$ cat src/rtl/imm_gen_pipe_if.sv
// Handshake bundle for imm_gen_pipe: fetch-side instruction stream in,
// decoded immediate stream out. The design uses the slave view.
interface imm_gen_pipe_if #(
    parameter int XLEN  = 64,
    parameter int TAG_W = 8
);
    logic             in_valid;
    logic             in_ready;
    logic [31:0]      in_instr;
    logic [TAG_W-1:0] in_tag;

    logic             out_valid;
    logic             out_ready;
    logic [XLEN-1:0]  out_imm;
    logic [2:0]       out_fmt;
    logic             out_illegal;
    logic [TAG_W-1:0] out_tag;

    modport slave (
        input  in_valid, in_instr, in_tag, out_ready,
        output in_ready, out_valid, out_imm, out_fmt, out_illegal, out_tag
    );

    modport master (
        output in_valid, in_instr, in_tag, out_ready,
        input  in_ready, out_valid, out_imm, out_fmt, out_illegal, out_tag
    );
endinterface

$ cat src/rtl/imm_gen_pipe.sv
// Pipelined RISC-V immediate generator. Each accepted instruction is decoded
// on entry and stored, with its tag, in a 2-entry skid buffer (output
// register + skid register). in_ready comes only from a register, so there
// is no combinational path from out_ready back to the fetch side.
module imm_gen_pipe #(
    parameter int XLEN     = 64,
    parameter int TAG_W    = 8,
    parameter int SHIFT_BJ = 0
) (
    input  logic           clk,
    input  logic           rst_n,
    imm_gen_pipe_if.slave  bus
);

    typedef enum logic [2:0] {
        FMT_NONE = 3'd0,
        FMT_I    = 3'd1,
        FMT_S    = 3'd2,
        FMT_B    = 3'd3,
        FMT_U    = 3'd4,
        FMT_J    = 3'd5
    } fmt_e;

    typedef struct packed {
        logic [XLEN-1:0]  imm;
        fmt_e             fmt;
        logic             illegal;
        logic [TAG_W-1:0] tag;
    } entry_t;

    localparam logic [6:0] OP_LOAD      = 7'b0000011;
    localparam logic [6:0] OP_OP_IMM    = 7'b0010011;
    localparam logic [6:0] OP_OP_IMM_32 = 7'b0011011;
    localparam logic [6:0] OP_JALR      = 7'b1100111;
    localparam logic [6:0] OP_SYSTEM    = 7'b1110011;
    localparam logic [6:0] OP_STORE     = 7'b0100011;
    localparam logic [6:0] OP_BRANCH    = 7'b1100011;
    localparam logic [6:0] OP_LUI       = 7'b0110111;
    localparam logic [6:0] OP_AUIPC     = 7'b0010111;
    localparam logic [6:0] OP_JAL       = 7'b1101111;

    // Decode one instruction into a buffer entry. The immediate is first
    // built sign-extended to 32 bits from i[31], then widened to XLEN by a
    // signed cast, which keeps i[31] as the sign for XLEN=64 too.
    function automatic entry_t decode(input logic [31:0] i, input logic [TAG_W-1:0] tag);
        entry_t      e;
        logic [31:0] imm32;
        imm32     = '0;
        e.fmt     = FMT_NONE;
        e.illegal = 1'b0;
        e.tag     = tag;
        case (i[6:0])
            OP_LOAD, OP_OP_IMM, OP_OP_IMM_32, OP_JALR, OP_SYSTEM: begin
                imm32 = {{20{i[31]}}, i[31:20]};
                e.fmt = FMT_I;
            end
            OP_STORE: begin
                imm32 = {{20{i[31]}}, i[31:25], i[11:7]};
                e.fmt = FMT_S;
            end
            OP_BRANCH: begin
                if (SHIFT_BJ != 0)
                    imm32 = {{19{i[31]}}, i[31], i[7], i[30:25], i[11:8], 1'b0};
                else
                    imm32 = {{20{i[31]}}, i[31], i[7], i[30:25], i[11:8]};
                e.fmt = FMT_B;
            end
            OP_LUI, OP_AUIPC: begin
                imm32 = {i[31:12], 12'b0};
                e.fmt = FMT_U;
            end
            OP_JAL: begin
                if (SHIFT_BJ != 0)
                    imm32 = {{11{i[31]}}, i[31], i[19:12], i[20], i[30:21], 1'b0};
                else
                    imm32 = {{12{i[31]}}, i[31], i[19:12], i[20], i[30:21]};
                e.fmt = FMT_J;
            end
            default: begin
                e.illegal = 1'b1;
            end
        endcase
        e.imm = XLEN'($signed(imm32));
        return e;
    endfunction

    entry_t out_q,  out_d;
    entry_t skid_q, skid_d;
    logic   out_valid_q,  out_valid_d;
    logic   skid_valid_q, skid_valid_d;
    logic   in_ready_q,   in_ready_d;

    logic   in_ready;
    logic   in_fire;
    logic   out_fire;
    entry_t new_entry;

    // Ready is registered; reset only masks it while rst_n is held low.
    assign in_ready  = in_ready_q & rst_n;
    assign in_fire   = bus.in_valid & in_ready;
    assign out_fire  = out_valid_q & bus.out_ready;
    assign new_entry = decode(bus.in_instr, bus.in_tag);

    // Next-state of the skid buffer: the output register refills from the
    // skid entry first (oldest), then from the incoming instruction.
    always_comb begin
        out_d        = out_q;
        skid_d       = skid_q;
        out_valid_d  = out_valid_q;
        skid_valid_d = skid_valid_q;

        if (!out_valid_q || out_fire) begin
            if (skid_valid_q) begin
                out_d       = skid_q;
                out_valid_d = 1'b1;
                if (in_fire) begin
                    skid_d = new_entry;
                end else begin
                    skid_valid_d = 1'b0;
                end
            end else if (in_fire) begin
                out_d       = new_entry;
                out_valid_d = 1'b1;
            end else begin
                out_valid_d = 1'b0;
            end
        end else if (in_fire) begin
            // Output stalled: the skid slot is free whenever in_ready is high.
            skid_d       = new_entry;
            skid_valid_d = 1'b1;
        end

        in_ready_d = !(out_valid_d && skid_valid_d);
    end

    // Buffer state registers with synchronous active-low reset.
    // NOTE: sequential state uses non-blocking assignments so every flop
    // samples pre-edge values; the datapath fields are reset as well because
    // the outputs must read as zero after reset, not just be marked invalid.
    always_ff @(posedge clk) begin
        if (!rst_n) begin
            out_q        <= '0;
            skid_q       <= '0;
            out_valid_q  <= 1'b0;
            skid_valid_q <= 1'b0;
            in_ready_q   <= 1'b1;
        end else begin
            out_q        <= out_d;
            skid_q       <= skid_d;
            out_valid_q  <= out_valid_d;
            skid_valid_q <= skid_valid_d;
            in_ready_q   <= in_ready_d;
        end
    end

    assign bus.in_ready    = in_ready;
    assign bus.out_valid   = out_valid_q;
    assign bus.out_imm     = out_q.imm;
    assign bus.out_fmt     = out_q.fmt;
    assign bus.out_illegal = out_q.illegal;
    assign bus.out_tag     = out_q.tag;

endmodule

$ cat src/flat_wrapper.sv
// flat-port wrapper written by rule: the top's interface ports become plain ports
module imm_gen_pipe_flat 
#(
    parameter int XLEN     = 64,
    parameter int TAG_W    = 8,
    parameter int SHIFT_BJ = 0
)
  (clk, rst_n, bus_in_valid, bus_in_instr, bus_in_tag, bus_out_ready, bus_in_ready, bus_out_valid, bus_out_imm, bus_out_fmt, bus_out_illegal, bus_out_tag);
  imm_gen_pipe_if #(.XLEN(XLEN), .TAG_W(TAG_W)) bus_i ();
  input  logic clk;
  input  logic rst_n;
  input wire logic [$bits(bus_i.in_valid)-1:0] bus_in_valid;
  input wire logic [$bits(bus_i.in_instr)-1:0] bus_in_instr;
  input wire logic [$bits(bus_i.in_tag)-1:0] bus_in_tag;
  input wire logic [$bits(bus_i.out_ready)-1:0] bus_out_ready;
  output wire logic [$bits(bus_i.in_ready)-1:0] bus_in_ready;
  output wire logic [$bits(bus_i.out_valid)-1:0] bus_out_valid;
  output wire logic [$bits(bus_i.out_imm)-1:0] bus_out_imm;
  output wire logic [$bits(bus_i.out_fmt)-1:0] bus_out_fmt;
  output wire logic [$bits(bus_i.out_illegal)-1:0] bus_out_illegal;
  output wire logic [$bits(bus_i.out_tag)-1:0] bus_out_tag;
  assign bus_i.in_valid = bus_in_valid;
  assign bus_i.in_instr = bus_in_instr;
  assign bus_i.in_tag = bus_in_tag;
  assign bus_i.out_ready = bus_out_ready;
  assign bus_in_ready = bus_i.in_ready;
  assign bus_out_valid = bus_i.out_valid;
  assign bus_out_imm = bus_i.out_imm;
  assign bus_out_fmt = bus_i.out_fmt;
  assign bus_out_illegal = bus_i.out_illegal;
  assign bus_out_tag = bus_i.out_tag;
  imm_gen_pipe #(.XLEN(XLEN), .TAG_W(TAG_W), .SHIFT_BJ(SHIFT_BJ)) u_core (.clk(clk), .rst_n(rst_n), .bus(bus_i));
endmodule
$ cat config.mk
export PLATFORM = sky130hd
export DESIGN_NAME = imm_gen_pipe_flat
export DESIGN_NICKNAME = d
export VERILOG_FILES = /design/src/rtl/imm_gen_pipe_if.sv /design/src/rtl/imm_gen_pipe.sv /design/src/flat_wrapper.sv
export SDC_FILE = /design/constraint.sdc
export NUM_CORES = 1
export LEC_CHECK = 0
export ABC_AREA = 1
export CORE_MARGIN = 3
export CORE_UTILIZATION = 53
export DETAILED_ROUTE_END_ITERATION = 7
export PLACE_DENSITY = 0.85
export SYNTH_ARGS = -nofsm -noshare
export SYNTH_HDL_FRONTEND = slang
export SYNTH_SLANG_ARGS = --single-unit
$ cat constraint.sdc
create_clock -name clk -period 2.4 [get_ports clk]
set_clock_uncertainty 0.1 [all_clocks]
set_input_delay 0.72 -clock clk [delete_from_list [all_inputs] [get_ports clk]]
set_output_delay 0.72 -clock clk [all_outputs]
set_load 0.01 [all_outputs]
==> results of run 1 <==
worst max path at each step:
stage / end / cells after the start / slack [ns]
2_1_floorplan: bus_out_imm[32] / 1 / 0.47
3_3_place_gp: bus_in_ready / 4 / -0.26
3_5_place_dp: u_core.bus.out_imm[10] / 9 / -0.25
4_1_cts: bus_in_ready / 4 / 0.02
5_1_grt: bus_out_imm[31] / 2 / 0.006
6_report: bus_out_imm[40] / 2 / 0.07
sequential cells by signal, summed over array words and instances (netlist names):
| signal | count |
|---|---|
| u_core.bus.out_tag | 8 |
| u_core.in_ready_q | 1 |
| u_core.bus.out_imm | 32 |
| u_core.skid_q | 44 |
| u_core.skid_valid_q | 1 |
| u_core.bus.out_illegal | 1 |
| u_core.bus.out_fmt | 3 |
| u_core.bus.out_valid | 1 |
critical path: cells and delay by family (launching register included):
kind	cells	cell delay [ns]
flip-flops	1	0.38
buffers and inverters	2	0.77
kinds of logic after synthesis:
logic type,after synthesis,share of synthesized area (%)
compound gates,174,18.6
flops,91,37.9
buf+inv,145,15.3
simple gates,330,28.1
repair_timing:
| action | 4_1_cts | 5_1_grt |
|---|---|---|
| gates resized for setup | 2 | 5 |
| buffers inserted | 0 | 0 |
| hold buffers | 0 | 0 |
| setup endpoints to repair | 34 | 37 |
per-layer routing:
metal	track usage, %	routed length [um]
met5	0	0
met4	9.30	277
met3	4.82	1110
met2	45.4	6540
met1	30.8	5310
through the flow:
stage | setup TNS (ns) | hold slack, ns | total power, mW | utilization, % | area, um2
finish | 0 | 0.384 | 3.38 | 70.5 | 6180
global route | 0 | 0.402 | 3.52 | 70.5 | 6180
CTS | 0 | 0.383 | 3.39 | 70.4 | 6170
detailed placement | -10.19 | 0.362 | 2.24 | 67.8 | 5940
global placement | -7.19 | 0.349 | 2.22 | 67.8 | 5940
floorplan | 0 | 0.341 | 1.95 | - | 4810
cell type report:
class | count | share of cell area (%)
multi-input cells | 504 | 36.6
clock inverters | 6 | 1.56
well taps | 108 | 2.19
repair buffers | 150 | 24.0
flip-flops and latches | 91 | 29.5
inverters | 67 | 4.07
clock buffers | 10 | 2.07
power by group:
part | switching [mW] | internal (mW) | total, mW
registers | 0.0364 | 1.58 | 1.61
logic | 0.295 | 0.300 | 0.595
clock network | 0.574 | 0.600 | 1.17
cells in the final DEF, fill, tap and decap left out, drive strengths merged:
| master | Yosys | routed |
|---|---|---|
| a31oi | 8 | 8 |
| a21oi | 78 | 78 |
| clkdlybuf4s50 | 0 | 120 |
| nand3 | 44 | 44 |
| o21ai | 88 | 88 |
| nand2 | 137 | 137 |
| clkinv | 1 | 2 |
| nor2 | 149 | 149 |
| clkbuf | 16 | 11 |
| dfxtp | 91 | 91 |
| buf | 62 | 29 |
| inv | 66 | 68 |
| clkinvlp | 0 | 1 |
| bufinv | 0 | 2 |
==> impl_results.md, run 1 <==
* Cell area power density at 548 nW/um2
* Synthesized cell area at 4810 um2
* PnR worst setup slack at 0.0714 ns
* Sequential share of the synthesized area at 37.9%
* Average size of a mapped cell at 6.50 um2
* Yosys top cell area share at 37.9%
* Slew Viols, Final at 0
* R2r startpoint: u_core.in_ready_q
* Vias at 5065
* Worst reg2reg endpoint: u_core.bus.out_imm[14]
* Slew Limit Headroom at 53.5%
* Drt wl/cell at 14.1 um
* Top FF cell, synth: dfxtp_1
* Max clock buf depth at 2
* Minimum clock period at 2.33 ns
* Vias in the first global route at 4806
* R2r setup slk at 0.71 ns
* Max frequency at 429 MHz
* Hold path startpoint: u_core.skid_q[1]
* FILL cells at 734
* Pre-CTS setup slack at -0.253 ns
* Most frequent cells after synthesis: nor2_1 (144), nand2_1 (132), dfxtp_1 (91)
* P&R area growth vs syn at 28.5%
* Reg clk slew, reported paths at 0.10 ns
* WP data required at 1.58 ns
* Worst Hold Class: flip-flop to flip-flop
* Critical path arrival at 1.51 ns
* Gr ovfl total at 0
* Initial antenna violation count at 0
* Synth warn at 0
* Slowest cell on the critical path: clkdlybuf4s50_1
* Final net count at 867
* CTS Root Cell: clkbuf_8
* Final setup vio count at 0
* Setup crit start: u_core.bus.out_imm[62]
* Total GRT Usage at 25.6%
* Worst setup path class: flip-flop to output pin
* Detailed Route Iter0 Violations at 290
* TritonCTS clock tree: yes
* Worst vdd ir at 0.290 mV
* Final period util at 97.0%
* Initial core utilization at 54.9%
* Die area at 10200 um2
* Most area-consuming cells after synthesis: dfxtp_1 (38%), nor2_1 (11%), nand2_1 (10%)
* Leakage at 2.99 nW
* Final Non-Filler Cells at 936
* CTS Sinks at 91
* Async set-or-reset flop fraction in the synthesized netlist at 0%
* Worst-Skew Late Latency at 0.37 ns
* CTS HTree Levels at 3
* Outcome: complete, no violations
* Post-synth cell types at 23
* Largest fanout on the critical path at 33
* Crit. End Element: output pin
* Fraction of layout cells with a size suffix above 1 at 7.61%
* Drt pass-1 iters at 5
* Cell taking the most area after synthesis: dfxtp_1
* Die width at 101 um
* Hold Violations, Final at 0
* Core area at 8760 um2
* Final antenna-violating net count at 0
* Largest net degree at the start of global routing at 56
* Pin slew with the least headroom to its limit at 0.697 ns
* CP max stage delay at 0.57 ns
* Worst r2r path cells at 7
* Synth Net Count at 784
* Yosys reg bits at 91
* HPWL after detailed placement at 8980 um
* Detailed-route DRC error count at 0
* Placed Instances at 920
* Post-synth EDFFs at 0
* Die height at 101 um
* CP Cell Sequence: buf_8 -> clkdlybuf4s50_1
* Mapped Cells at 740
* IO Port Bufs at 121
* Unrepaired setup endpoints after global routing: false
* Worst hold endpoint: u_core.bus.out_tag[1]
* WL final at 13200 um
* IO Count at 122
* Critical path startpoint category: flip-flop
* First-pass GRT wire length at 21500 um
* Hold depth at 2
* Row cnt at 34
* Diodes inserted at 0
* Reg area at 1820 um2
* CTS Buf Count at 9
* Vias per inst at 5.41
* Footprint of the multi-input gates at 2260 um2
* Max_cap viols at 0
* Most numerous cell in the Yosys netlist: nor2_1
* Final GP Congestion at 0.903
No activity file was read; power rests on OpenSTA's default activity.
==> run 2, diff against run 1 <==
--- a/config.mk
+++ b/config.mk
@@ -6,6 +6,7 @@
 export NUM_CORES = 1
 export LEC_CHECK = 0
 export ABC_AREA = 1
+export ABC_CLOCK_PERIOD_IN_PS = 2400
 export CORE_MARGIN = 3
 export CORE_UTILIZATION = 53
 export DETAILED_ROUTE_END_ITERATION = 7
==> results of run 2 <==
No change in the layout: final DEF, timing and power equal those of run 1.
==> run 3, diff against run 2 <==
--- a/config.mk
+++ b/config.mk
@@ -7,6 +7,7 @@
 export LEC_CHECK = 0
 export ABC_AREA = 1
 export ABC_CLOCK_PERIOD_IN_PS = 2400
+export CORE_ASPECT_RATIO = 1.25
 export CORE_MARGIN = 3
 export CORE_UTILIZATION = 53
 export DETAILED_ROUTE_END_ITERATION = 7
==> run 3 against run 2 <==
Net effect: flip-flop and latch count stayed put; global-route usage is 0.27 points higher; sequential power hardly changed.
==> impl_results.md, run 3 (same netlist as run 1, synthesis figures left out) <==
* CTS Hold Buffers Added at 0
* Max_cap viols at 0
* Initial antenna violation count at 0
* Initial core utilization at 54.9%
* Vias per inst at 5.33
* Crit. End Element: output pin
* Unrepaired setup endpoints after global routing: false
* Largest net degree at the start of global routing at 56
* Worst vdd ir at 0.273 mV
* First-pass GRT wire length at 21900 um
* Dpl cell area at 6000 um2
* WP data required at 1.58 ns
* Commonest non-fill, non-tap cell in the layout: nor2_1
* Core Util, Final at 71.2%
* Total GRT Usage at 25.9%
* Total power at 3.42 mW
* Pre-CTS setup slack at -0.263 ns
* Diodes inserted at 0
* Critical path arrival at 1.50 ns
* TritonCTS clock tree: yes
* Hold Violations, Final at 0
* Slowest cell on the critical path: clkdlybuf4s50_1
* Worst Hold Class: flip-flop to flip-flop
* IO Count at 122
* Most frequent cells in the layout: nor2_1 (143), nand2_1 (132), clkdlybuf4s50_1 (120)
* Die height at 112 um
* IO Port Bufs at 121
* Cell area power density at 548 nW/um2
* Detailed Route Iter0 Violations at 485
* Vias in the first global route at 4741
* Row cnt at 38
* Final setup vio count at 0
* Drt wl/cell at 14.1 um
* Slew Limit Headroom at 53.4%
* Critical path startpoint category: flip-flop
* Minimum clock period at 2.32 ns
* Core area at 8750 um2
* Cts repair resizes at 3
* Die area at 10300 um2
* Design area at 6230 um2
* Final antenna-violating net count at 0
* Outcome: complete, no violations
* Reg clk slew, reported paths at 0.09 ns
* Placed Instances at 934
* Largest fanout on the critical path at 34
* CTS Sinks at 91
* Worst-Skew Late Latency at 0.37 ns
* CP max stage delay at 0.58 ns
* Biggest register: u_core.skid_q
* CP Cell Sequence: buf_6 -> clkdlybuf4s50_1
* Drt pass-1 iters at 5
* R2r setup slk at 0.66 ns
* Die width at 91.2 um
* Max frequency at 432 MHz
* Final net count at 869
* Final GP Congestion at 0.934
* PnR worst setup slack at 0.0832 ns
* Leakage at 3.01 nW
* Max clock buf depth at 2
* CTS HTree Levels at 3
* Worst setup path class: flip-flop to output pin
* FILL cells at 755
* Slew Viols, Final at 0
* Vias at 5060
* Final Non-Filler Cells at 950
* HPWL after detailed placement at 8960 um
* Gr ovfl total at 0
* Max reg flops at 44
* CTS Root Cell: clkbuf_8
* Fraction of layout cells with a size suffix above 1 at 7.95%
* WL final at 13400 um
* Post-CTS Setup Bufs at 0
* Pin slew with the least headroom to its limit at 0.697 ns
* P&R area growth vs syn at 29.6%
* Final period util at 96.5%
* Detailed-route DRC error count at 0
* CTS Buf Count at 9
## run 3: worst max-delay path, delay by kind of cell (launching register included)
kind | cells | cell delay, ns
buffers and inverters | 2 | 0.80
DFF | 1 | 0.33
## run 3: cell type report
cell class | count | area [um2] | area share, %
Tap cell | 120 | 150 | 2.41
Timing Repair Buffer | 152 | 1520 | 24.4
Sequential cell | 91 | 1820 | 29.2
Clock inverter | 6 | 93.8 | 1.51
Clock buffer | 10 | 138 | 2.21
Multi-Input combinational cell | 504 | 2260 | 36.2
Inverter | 67 | 251 | 4.04
## run 3: path summary, 6_finish.rpt
path                           from                      to  cells past startpoint
max          u_core.bus.out_imm[62]         bus_out_imm[61]                      2
min reg2reg        u_core.skid_q[3]   u_core.bus.out_tag[3]                      2
min                u_core.skid_q[3]   u_core.bus.out_tag[3]                      2
max reg2reg       u_core.in_ready_q  u_core.bus.out_imm[17]                      8
## run 3: metrics by stage
| stage | TNS, ns | hold slack, ns |
|---|---|---|
| 2_1_floorplan | 0 | 0.341 |
| 3_3_place_gp | -7.69 | 0.349 |
| 3_5_place_dp | -9.75 | 0.357 |
| 4_1_cts | 0 | 0.373 |
| 5_1_grt | 0 | 0.405 |
| 6_report | 0 | 0.376 |
## run 3: routing by layer
layer	up-vias	track usage (%)	part of all wire (%)
met3	31	4.56	7.7
met5	-	0	0
met2	229	45.8	49
met4	0	12.4	2.7
met1	2315	30.1	40
li1	2485	-	-
## run 3: power breakdown
| group | switching (mW) | internal (mW) |
|---|---|---|
| clock | 0.576 | 0.624 |
| sequential | 0.0344 | 1.58 |
| combinational | 0.300 | 0.303 |
